<file path="config.mk">
export PLATFORM = sky130hd
export DESIGN_NAME = cache_miss_fsm
export DESIGN_NICKNAME = d
export VERILOG_FILES = /design/src/rtl/cache_miss_fsm.sv
export SDC_FILE = /design/constraint.sdc
export NUM_CORES = 1
export LEC_CHECK = 0
export CORE_MARGIN = 1.5
export CORE_UTILIZATION = 40
export DETAILED_ROUTE_END_ITERATION = 6
export PLACE_DENSITY = 0.72
export SYNTH_ARGS = -nofsm -noshare
export SYNTH_HDL_FRONTEND = slang
export SYNTH_SLANG_ARGS = --single-unit
</file>
<file path="constraint.sdc">
create_clock -name i_clk -period 2.76 [get_ports i_clk]
set_input_delay 0.828 -clock i_clk [delete_from_list [all_inputs] [get_ports i_clk]]
set_output_delay 0.828 -clock i_clk [all_outputs]
set_load 0.02 [all_outputs]
</file>
<file path="src/rtl/cache_miss_fsm.sv">
// -----------------------------------------------------------------------------
// cache_miss_fsm
//
// Cache-side miss handler for the memory stage. This block drives the cache
// stall input of the hazard unit. On a load/store miss it takes these steps:
//   1. If the victim line is dirty, write it back one word per beat.
//   2. Issue a single read burst request for the missing line.
//   3. Fill the line one word per returned beat, writing the tag with the last
//      word.
//   4. Spend one settle cycle so that the refilled line can be looked up as a
//      hit.
// The stall stays high until the FSM is back in IDLE.
//
// Optional build macro:
//   CACHE_MISS_PERF_CNT_EN - adds saturating 32-bit hit/miss counters and the
//                            o_hit_cnt / o_miss_cnt ports.
//
// Ports:
//   i_clk, i_arstn       clock (rising edge), asynchronous active-low reset
//   i_mem_access         load or store present in the memory stage
//   i_hit                combinational tag hit for i_addr
//   i_dirty              selected victim line is valid and dirty
//   i_addr               access byte address
//   i_victim_addr        base address of the victim line
//   i_rd_req_ready       memory accepts the read burst request
//   i_rd_valid           read data beat valid
//   i_wr_ready           memory accepts the current write beat
//   o_stall_cache        stall request to the hazard unit
//   o_rd_req             read burst request
//   o_wr_valid           write beat valid
//   o_wr_last            final write beat of the line
//   o_mem_addr           line-aligned burst address
//   o_word_idx           array word index (read for writeback, write for fill)
//   o_fill_we            write the current read beat into the data array
//   o_tag_we             write tag, set valid, clear dirty
//   o_hit_cnt            (optional) saturating IDLE hit count
//   o_miss_cnt           (optional) saturating miss count
// -----------------------------------------------------------------------------
module cache_miss_fsm #(
  parameter int unsigned ADDR_W         = 64,
  parameter int unsigned DATA_W         = 32,
  parameter int unsigned BLOCK_WORD_CNT = 16,
  parameter int unsigned WORD_CNT_W     = 4
) (
  input  logic                  i_clk,
  input  logic                  i_arstn,
  input  logic                  i_mem_access,
  input  logic                  i_hit,
  input  logic                  i_dirty,
  input  logic [ADDR_W-1:0]     i_addr,
  input  logic [ADDR_W-1:0]     i_victim_addr,
  input  logic                  i_rd_req_ready,
  input  logic                  i_rd_valid,
  input  logic                  i_wr_ready,
  output logic                  o_stall_cache,
  output logic                  o_rd_req,
  output logic                  o_wr_valid,
  output logic                  o_wr_last,
  output logic [ADDR_W-1:0]     o_mem_addr,
  output logic [WORD_CNT_W-1:0] o_word_idx,
  output logic                  o_fill_we,
  output logic                  o_tag_we
`ifdef CACHE_MISS_PERF_CNT_EN
  ,
  output logic [31:0]           o_hit_cnt,
  output logic [31:0]           o_miss_cnt
`endif
);

  // Number of byte-offset bits inside one cache line.
  localparam int unsigned OFS = $clog2(BLOCK_WORD_CNT * DATA_W / 8);

  // Clears the line-offset bits of a byte address.
  localparam logic [ADDR_W-1:0] LINE_MASK = ~((ADDR_W'(1) << OFS) - ADDR_W'(1));

  localparam logic [WORD_CNT_W-1:0] LAST_IDX = WORD_CNT_W'(BLOCK_WORD_CNT - 1);
  localparam logic [WORD_CNT_W-1:0] ONE_IDX  = WORD_CNT_W'(1);

  // FSM encoding
  localparam logic [2:0] IDLE     = 3'd0;
  localparam logic [2:0] WB       = 3'd1;
  localparam logic [2:0] FILL_REQ = 3'd2;
  localparam logic [2:0] FILL     = 3'd3;
  localparam logic [2:0] DONE     = 3'd4;

  logic [2:0]            state_q, state_d;
  logic [WORD_CNT_W-1:0] cnt_q, cnt_d;
  logic [ADDR_W-1:0]     fill_addr_q, fill_addr_d;
  logic [ADDR_W-1:0]     victim_addr_q, victim_addr_d;

  logic miss;
  logic cnt_last;

  // The miss edge: only IDLE can accept a new miss.
  assign miss     = (state_q == IDLE) & i_mem_access & ~i_hit;
  assign cnt_last = (cnt_q == LAST_IDX);

  // ---------------------------------------------------------------------------
  // Next-state logic
  // ---------------------------------------------------------------------------
  always_comb begin
    state_d       = state_q;
    cnt_d         = cnt_q;
    fill_addr_d   = fill_addr_q;
    victim_addr_d = victim_addr_q;

    case (state_q)
      IDLE: begin
        if (miss) begin
          // Capture both burst addresses so the pipeline may change them.
          fill_addr_d   = i_addr & LINE_MASK;
          victim_addr_d = i_victim_addr;
          cnt_d         = '0;
          state_d       = i_dirty ? WB : FILL_REQ;
        end
      end

      WB: begin
        // o_wr_valid is always high here, so i_wr_ready alone marks a transfer.
        if (i_wr_ready) begin
          if (cnt_last) begin
            cnt_d   = '0;
            state_d = FILL_REQ;
          end else begin
            cnt_d = cnt_q + ONE_IDX;
          end
        end
      end

      FILL_REQ: begin
        if (i_rd_req_ready) begin
          state_d = FILL;
        end
      end

      FILL: begin
        if (i_rd_valid) begin
          if (cnt_last) begin
            cnt_d   = '0;
            state_d = DONE;
          end else begin
            cnt_d = cnt_q + ONE_IDX;
          end
        end
      end

      DONE: begin
        state_d = IDLE;
      end

      default: begin
        state_d = IDLE;
        cnt_d   = '0;
      end
    endcase
  end

  // ---------------------------------------------------------------------------
  // State registers
  // ---------------------------------------------------------------------------
  always_ff @(posedge i_clk or negedge i_arstn) begin
    if (!i_arstn) begin
      state_q       <= IDLE;
      cnt_q         <= '0;
      fill_addr_q   <= '0;
      victim_addr_q <= '0;
    end else begin
      state_q       <= state_d;
      cnt_q         <= cnt_d;
      fill_addr_q   <= fill_addr_d;
      victim_addr_q <= victim_addr_d;
    end
  end

  // ---------------------------------------------------------------------------
  // Outputs
  // ---------------------------------------------------------------------------
  always_comb begin
    o_stall_cache = 1'b1;
    o_rd_req      = 1'b0;
    o_wr_valid    = 1'b0;
    o_wr_last     = 1'b0;
    o_mem_addr    = '0;
    o_word_idx    = '0;
    o_fill_we     = 1'b0;
    o_tag_we      = 1'b0;

    case (state_q)
      IDLE: begin
        // Raise the stall in the detection cycle. Gate it with the reset so
        // that every output reads 0 while reset is held, even with a miss
        // pending at the inputs.
        o_stall_cache = i_arstn & i_mem_access & ~i_hit;
      end

      WB: begin
        o_mem_addr = victim_addr_q;
        o_wr_valid = 1'b1;
        o_wr_last  = cnt_last;
        o_word_idx = cnt_q;
      end

      FILL_REQ: begin
        o_mem_addr = fill_addr_q;
        o_rd_req   = 1'b1;
      end

      FILL: begin
        o_mem_addr = fill_addr_q;
        o_word_idx = cnt_q;
        o_fill_we  = i_rd_valid;
        o_tag_we   = i_rd_valid & cnt_last;
      end

      DONE: begin
        // Hold the stall for one cycle while the array read settles.
      end

      default: begin
        o_stall_cache = 1'b0;
      end
    endcase
  end

`ifdef CACHE_MISS_PERF_CNT_EN
  // ---------------------------------------------------------------------------
  // Saturating performance counters
  // ---------------------------------------------------------------------------
  logic [31:0] hit_cnt_q;
  logic [31:0] miss_cnt_q;
  logic        idle_hit;

  assign idle_hit = (state_q == IDLE) & i_mem_access & i_hit;

  always_ff @(posedge i_clk or negedge i_arstn) begin
    if (!i_arstn) begin
      hit_cnt_q  <= '0;
      miss_cnt_q <= '0;
    end else begin
      if (idle_hit && (hit_cnt_q != 32'hFFFF_FFFF)) begin
        hit_cnt_q <= hit_cnt_q + 32'd1;
      end
      if (miss && (miss_cnt_q != 32'hFFFF_FFFF)) begin
        miss_cnt_q <= miss_cnt_q + 32'd1;
      end
    end
  end

  assign o_hit_cnt  = hit_cnt_q;
  assign o_miss_cnt = miss_cnt_q;
`endif

endmodule

</file>
== Yosys cells after proc, flatten, opt, wreduce, memory -nomap -nowiden ==
Index checks and enable logic that the tools add are counted.
Operators by class
  $add $sub $neg: 1
  equal/unequal tests: 11
  mux-type cells: 21
  bitwise operators: 7
  reduce and logical (&&, ||, !) cells: 8
Operators with widths (count)
  $pmux W64 S2: 1
  $mux W4: 5
  $mux W3: 6
  $pmux W4 S4: 1
  $ne A2 B2 Y1 const B: 6
  $pmux W3 S4: 1
  $eq A3 B2 Y1 const B: 2
  $reduce_and A6 Y1: 1
  $reduce_or A2 Y1: 3
  $and A1 B1 Y1: 5
  $mux W1: 5
  $add A4 B1 Y4 const B: 1
  $eq A4 B4 Y1 const B: 1
  $reduce_and A4 Y1: 1
  $reduce_or A4 Y1: 1
  $eq A3 B1 Y1 const B: 1
  $eq A3 B3 Y1 const B: 1
  $logic_not A3 Y1: 1
  $mux W2: 1
  $not A1 Y1: 2
  $pmux W1 S2: 1
  $reduce_and A2 Y1: 1
Storage, ports and cells
  register bits after elaboration: 129
  output and inout bits: 74
  logic and storage cells: 52

== Longest topological paths before layout ==
Gate-level depths: netlist (run 1).
  word-level depth: 5
  mapped depth: 7

== Least setup slack after synthesis (run 1) ==
OpenSTA, ideal clock, no wires.
  path type: reg-to-output
  start point: reg state_q[2]
  end point: out o_mem_addr[28]
  arrival time: 1.613 ns
  slack: 0.319 ns
  stages on the path, launching flop included: 7
  cell sequence: dfrtp_1 buf_4 nor2_2 nand2_1 inv_2 clkbuf_1 a22o_1
On the way
  word-level cells in the longest chain between the ends: 3
  elaborated cells between the ends (all ways): 5
  classes of those cells: eq/ne: 3; mux: 1; reduce/logical: 1
Ends and longest elaborated chain
  start: declaration: line 86  | logic [2:0] state_q, state_d;
  start signal: assignment: line 168  | state_q <= state_d;
  $eq A3 B2 Y1: line 188  | case (state_q)
  $reduce_or A2 Y1 (no line)
  $pmux W64 S2 (*): line 188
  end: declaration: line 59  | output logic [ADDR_W-1:0] o_mem_addr,
Mark *: on every way between the ends. The rest lies on a longest branch, timed or not.

== Final worst setup path (run 1) ==
  start point: in i_hit
  end point: out o_stall_cache
On the way
  word-level cells in the longest chain between the ends: 3
Ends and longest elaborated chain
  start: declaration: line 48  | input logic i_hit,
  $not A1 Y1: line 193  | o_stall_cache = i_arstn & i_mem_access & ~i_hit;
  $and A1 B1 Y1: line 193
  $pmux W1 S2: line 188
  end: declaration: line 55  | output logic o_stall_cache,
No other way between the ends.

==> summary.md, run 1 <==
| Metric | Value |
|---|---|
| WHS Path Cells | `1` |
| Tot GR Track Use | `0.194` |
| Startpoint types | `input port` |
| Setup Skew | `~0.01 ns` |
| Final GP Congestion | `just over 0.8` |
| Max cap viols | `0` |
| Routed WL | `approximately 15 mm` |
| Avg Cell Area, Syn | `between 15 and 20 um2` |
| Ant diodes | `0` |
| Hold Path Class | `reg2reg` |
| Seq pwr share | `0.330` |
| Slowest cell delay on critical path | `between 0.4 and 0.5 ns` |
| Finished Layout Cells | `811` |
| Wirelength per Cell | `roughly 18 um` |
| Area growth from synthesis to layout | `44.6%` |
| Most used flip-flop cell after synthesis | `dfrtp_1` |
| Critical Path AT | `1.88 ns` |
| Commonest cells after routing, fill and taps aside | `dfrtp_1, clkdlybuf4s50_1, mux2_4` |
| Synthesized area | `approximately 6000 um2` |
| Post-synth ARST share | `1.00` |
| Combinational power share | `0.457` |
| R2R cell count | `6` |
| Leak Pwr | `4.31 nW` |
| Min Tclk post-route | `2.71 ns` |
| Initial drt markers | `199` |
| P_sw | `about 0.0036 W` |
| Top delay family on crit path | `buffers and inverters` |
| Chip width | `125 um` |
| Clock-pin slew of the registers on the worst-case setup and hold paths | `about 0.060 ns` |
| Routed Antenna Nets | `0` |
| Filler Cell Count | `roughly 1,200` |
| DP Area | `around 8300 um2` |
| Status | `finished clean` |
| Via count | `4,194` |
| Crit path depth | `5` |
| Critical Setup Path Class | `in2out` |
| Seq cells post-synth | `roughly 130` |
| Crit path required time | `~1.9 ns` |
| Most common cell after layout, fill and taps aside | `dfrtp_1` |
| Power density over the cells | `about 1200 nW/um2` |
| Least-Margin Pin Slew | `approximately 0.65 ns` |
| Std-Cell Rows | `44` |
| Sw Ratio | `0.351` |
| CTS tree | `done` |
| Area taken by multi-input logic gates | `roughly 2600 um2` |
| Clk_lat worst skew | `around 0.41 ns` |
| Part of the cycle the worst path needs | `0.981` |
| CP Cell Sequence | `clkdlybuf4s50_1 > nand3b_1 > nand2_1 > mux2_2 > buf_2` |
| Peak supply drop | `between 500 and 600 uV` |
| Post-Place Cells | `between 700 and 800` |
| Fraction of layout cells with a size suffix above 1 | `0.388` |
| CP bufs+invs | `2` |
| Root buffer cell | `clkbuf_16` |
| Final Worst Setup Slack | `about 0.054 ns` |
| Hold_buf cts | `0` |
| Initial antenna violation count | `0` |
| DRT Pass-1 Iters | `4` |
| Critical-path top delay cell | `clkdlybuf4s50_1` |
| Final cell area excluding filler cells | `between 8000 and 9000 um2` |
| I/O Buffers | `203` |
| Total CTS buffers | `17` |
| Vias in the first global route | `about 4,500` |
| Synth Net Count | `~530` |
| Final hold vios | `0` |
| Via-to-Cell Ratio | `5.17` |
| Synth warn | `0` |
| First-pass GRT wire length | `between 20 and 25 mm` |
| Slew Viols, Final | `0` |
| EDFF count, synth | `0` |
| Post-placement setup slack | `-0.311 ns` |
| Htree depth | `4` |
| Critical Path Sink Type | `output port` |
| Critical-path maximum fanout | `2` |
| Clk sink count | `around 130` |
| DRC errors left | `0` |
| Clk pwr share | `0.213` |
| Initial Util | `0.411` |
| Cells after Synth | `396` |
| R2r setup slk | `0.86 ns` |
| Int Pwr | `~0.0066 W` |
| Die area | `between 15,000 and 20,000 um2` |
| Fmax | `~370 MHz` |
| Sequential fraction of the synthesis area | `0.541` |
| I/O pin total | `between 200 and 250` |
| Yosys cell types | `33` |
| Overflow after GRT | `0` |
| Largest net degree at the start of global routing | `67` |
| HPWL Detailed | `10.3 mm` |
| Final setup vio count | `0` |
| Core area | `around 15,000 um2` |
| Fin nets | `roughly 750` |
| CTS Buffer Depth | `2` |
| Sequential cell area | `3230 um2` |
| Slew Limit Headroom | `0.569` |
| Die boundary height | `125 um` |
## metrics by stage
| stage | hold WS, ns | total power, W | setup TNS, ns | utilization |
|---|---|---|---|---|
| finish | 0.493 | 0.0102 | 0 | 0.594 |
| global placement | 0.474 | 0.00842 | -0.749 | 0.571 |
| floorplan | 0.456 | 0.00641 | 0 | - |
| detailed placement | 0.483 | 0.00855 | -0.793 | 0.571 |
| CTS | 0.496 | 0.0104 | 0 | 0.606 |
| global route | 0.519 | 0.0107 | -0.00548 | 0.594 |
## state kept, by name, indices dropped and copies added, names as in the netlist
signal / flops
victim_addr_q: 64
fill_addr_q: 58
cnt_q: 4
state_q: 3
## routing by layer
metal,routed length (um),up-vias,part of all wire,GRT usage
li1,-,1899,-,-
met1,6320,2124,0.43,0.238
met2,7270,147,0.49,0.318
met3,885,24,0.060,0.0672
met4,325,0,0.022,0.0695
met5,0,-,0,0
## power groups by stage
stage / clock network (W) / logic (W) / registers, W
final: 0.00217 / 0.00464 / 0.00335
after global routing: 0.00231 / 0.00496 / 0.00346
after CTS: 0.00222 / 0.00479 / 0.00335
after detailed placement: 0 / 0.00518 / 0.00337
after global placement: 0 / 0.00511 / 0.00330
after floorplan: 0 / 0.00321 / 0.00320
## worst register-to-register path, delay by kind of cell (launching register included)
kind,cells,cell delay [ns]
muxes,1,0.40
DFF,1,0.44
buffers and inverters,3,0.63
and+or+nand+nor,2,0.33
## synth_stat cells (2+ instances only)
cell type,n,share of area
dfrtp_1,129,0.54
mux2_4,72,0.18
a22o_1,58,0.085
mux2_2,43,0.081
buf_6,10,0.019
mux2_1,10,0.019
buf_2,9,0.0075
clkbuf_1,9,0.0057
and3_1,7,0.0073
nor2_1,6,0.0038
and2_1,4,0.0042
nand2_1,4,0.0025
nand2b_1,4,0.0042
nand3b_1,3,0.0038
nor3_1,3,0.0025
o21ai_1,3,0.0025
buf_4,2,0.0025
nand3_1,2,0.0017
nor2b_1,2,0.0021
o21ai_0,2,0.0017
o31ai_1,2,0.0025
## area by class of cell
| class | count | area share |
|---|---|---|
| Clock buffer | 21 | 0.0556 |
| Clock inverter | 11 | 0.0120 |
| Inverter | 1 | 0.000724 |
| Multi-Input combinational cell | 236 | 0.296 |
| Sequential cell | 129 | 0.374 |
| Tap cell | 184 | 0.0267 |
| Timing Repair Buffer | 229 | 0.236 |
## worst paths after layout
kind / start / to
setup / recovery: i_hit / o_stall_cache
hold / removal: fill_addr_q[57] / fill_addr_q[57]
setup reg to reg: state_q[0] / fill_addr_q[37]
hold reg to reg: fill_addr_q[57] / fill_addr_q[57]
max in group asynchronous: i_arstn / victim_addr_q[48]
min in group asynchronous: i_arstn / fill_addr_q[52]
## cells by family (layout without fill, tap and decap cells)
| kind of cell | Yosys count | count (layout) | synth area share |
|---|---|---|---|
| adder cells (fa/ha/maj) | 1 | 1 | 0.00209 |
| flip-flops | 129 | 129 | 0.541 |
| buffers and inverters | 31 | 262 | 0.0352 |
| multiplexers | 125 | 125 | 0.281 |
| AND/OR/NAND/NOR | 39 | 39 | 0.0377 |
| AO/OA/AOI/OAI | 71 | 71 | 0.103 |
## what timing repair did
item | 4_1_cts | 5_1_grt
gates resized for setup | 86 | 114
setup endpoints to repair | 68 | 65
pin swaps | 0 | 0
setup buffers | 0 | 2
gates cloned | 0 | 1
Note: power is estimated with default switching activity, not from simulation.
==> run 2: changes to the inputs <==
--- a/config.mk
+++ b/config.mk
@@ -8,7 +8,9 @@
 export CORE_MARGIN = 1.5
 export CORE_UTILIZATION = 40
 export DETAILED_ROUTE_END_ITERATION = 6
+export GPL_ROUTABILITY_DRIVEN = 1
 export PLACE_DENSITY = 0.72
+export SLEW_MARGIN = 20
 export SYNTH_ARGS = -nofsm -noshare
 export SYNTH_HDL_FRONTEND = slang
 export SYNTH_SLANG_ARGS = --single-unit
==> results of run 2 <==
The final DEF is identical to that of run 1; final timing and power are the same.
==> run 3: changes to the inputs <==
==> constraint.sdc (replaced) <==
create_clock -name i_clk -period 2.76 [get_ports i_clk]
set_input_delay 0.276 -clock i_clk [delete_from_list [all_inputs] [get_ports i_clk]]
set_output_delay 0.276 -clock i_clk [all_outputs]
set_load 0.02 [all_outputs]
==> run 3 against run 2 <==
Sequential power about the same. Critical endpoint is now o_mem_addr[41]. Critical path type is now reg2out. Highest routed layer unchanged. Die area is the same. Flip-flop and latch count unchanged. Critical path depth rose by 1. Maximum frequency grew 3.3%. Routed wire length shrank 1.8%. Non-clock buffer count is 13 lower.
==> summary.md, run 3 (synthesis gave the netlist of run 1 again) <==
| Metric | Value |
|---|---|
| I/O Buffers | `just over 200` |
| HPWL Detailed | `~10 mm` |
| Area growth from synthesis to layout | `48.6%` |
| Fin nets | `roughly 740` |
| I/O pin total | `210` |
| Final Total Pwr | `roughly 0.011 W` |
| Hold Slack | `a little under 0.08 ns` |
| DRT Pass-1 Iters | `4` |
| Largest net degree at the start of global routing | `69` |
| Top flop regs | `victim_addr_q (64), fill_addr_q (58), cnt_q (4)` |
| Total CTS buffers | `17` |
| Die boundary height | `~130 um` |
| Wirelength per Cell | `~18 um` |
| Critical Setup Path Class | `reg2out` |
| Hold Path Class | `in2async` |
| Tot GR Track Use | `0.193` |
| Crit path required time | `around 2.5 ns` |
| Htree depth | `4` |
| Routed WL | `14.5 mm` |
| Chip width | `around 130 um` |
| Slew Viols, Final | `0` |
| Most common cell after layout, fill and taps aside | `clkdlybuf4s50_1` |
| First-pass GRT wire length | `~24 mm` |
| CTS tree | `done` |
| Fmax | `382 MHz` |
| RSZ-0062 raised after global routing | `false` |
| Initial antenna violation count | `0` |
| Final GP Congestion | `about 0.78` |
| Filler Cell Count | `about 1,100` |
| Fraction of layout cells with a size suffix above 1 | `0.272` |
| Die area | `about 16,000 um2` |
| Core area | `about 15,000 um2` |
| Std-Cell Rows | `44` |
| Initial Util | `0.411` |
| Part of the cycle the worst path needs | `0.949` |
| Vias in the first global route | `~4,600` |
| R2r setup slk | `about 0.76 ns` |
| Slew Limit Headroom | `0.424` |
| Commonest cells after routing, fill and taps aside | `clkdlybuf4s50_1, dfrtp_1, mux2_4` |
| Setup Skew | `~0.010 ns` |
| Clk sink count | `roughly 130` |
| Reg2reg start | `state_q[0]` |
| Root buffer cell | `clkbuf_16` |
| R2R cell count | `4` |
| Peak supply drop | `between 600 and 700 uV` |
| Sum Neg Setup Slack | `0 ns` |
| DRC errors left | `0` |
| Via-to-Cell Ratio | `slightly above 5` |
| Least-Margin Pin Slew | `slightly below 0.9 ns` |
| Status | `finished clean` |
| Reg2reg end | `fill_addr_q[15]` |
| Critical-path maximum fanout | `22` |
| Min Tclk post-route | `2.62 ns` |
| Routed Antenna Nets | `0` |
| Power density over the cells | `between 1000 and 1500 nW/um2` |
| Critical Path AT | `roughly 2.3 ns` |
| Initial drt markers | `237` |
| Final Worst Setup Slack | `0.141 ns` |
| Clock-pin slew of the registers on the worst-case setup and hold paths | `roughly 0.05 ns` |
| Leak Pwr | `a little over 4 nW` |
| CTS Buffer Depth | `2` |
| Max cap viols | `0` |
| Max reg flops | `64` |
| Post-placement setup slack | `0.442 ns` |
| Ant diodes | `0` |
| Overflow after GRT | `0` |
| Biggest register | `victim_addr_q` |
| Via count | `a little over 4,000` |
| Final hold vios | `0` |
| Critical Path Sink Type | `output port` |
| Clk_lat worst skew | `between 0.4 and 0.5 ns` |
| Final setup vio count | `0` |
| Startpoint types | `flip-flop` |
run 3: stage by stage:
stage / cells / instance area [um2] / utilization
after CTS: 797 / 8870 / 0.610
after floorplan: 396 / 5970 / -
final: 797 / 8880 / 0.611
after global placement: 766 / 8220 / 0.566
after global routing: 797 / 8880 / 0.611
after detailed placement: 766 / 8220 / 0.566
run 3: final cells by class:
class | count | area [um2] | share of cell area
clock buffer | 22 | 474 | 0.0534
tap | 184 | 230 | 0.0259
clock inverter | 9 | 178 | 0.0200
sequential | 129 | 3230 | 0.364
timing repair buffer | 216 | 2200 | 0.248
inverter | 1 | 6.26 | 0.000705
multi-input combinational | 236 | 2550 | 0.288
run 3: worst max-delay path by stage:
stage | startpoint | end | slack, ns | depth (start not counted)
6_report | state_q[1] | o_mem_addr[41] | 0.14 | 6
5_1_grt | state_q[1] | o_mem_addr[25] | 0.005 | 6
4_1_cts | state_q[1] | o_mem_addr[17] | 0.03 | 6
3_5_place_dp | i_mem_access | victim_addr_q[22] | 0.44 | 5
3_3_place_gp | i_mem_access | fill_addr_q[16] | 0.48 | 5
2_1_floorplan | state_q[2] | o_mem_addr[28] | 0.87 | 6
run 3: critical path, cell delays in order (launching register included):
cell	delay (ns)
dfrtp_1	0.47
nor2_2	0.14
nand2_1	0.12
inv_4	0.20
buf_12	0.20
a22o_1	0.18
clkdlybuf4s50_1	0.61
run 3: report_power, final:
group | internal (W) | switching, W | total [W]
Combinational | 0.00291 | 0.00217 | 0.00507
Clock | 0.00167 | 0.000807 | 0.00248
Sequential | 0.00283 | 0.000537 | 0.00336
Total | 0.00740 | 0.00351 | 0.0109
run 3: routing by layer:
metal	GRT usage	vias up	part of all wire
met5	0	-	0
met4	0.0795	0	0.024
met3	0.0586	20	0.056
met2	0.322	130	0.50
met1	0.235	2046	0.42
li1	-	1873	-
run 3: repair_timing:
action / 4_1_cts / 5_1_grt
endpoints found under the setup margin: 0 / 38
setup buffers: 0 / 0
hold buffers: 0 / 0
resized for setup: 0 / 3
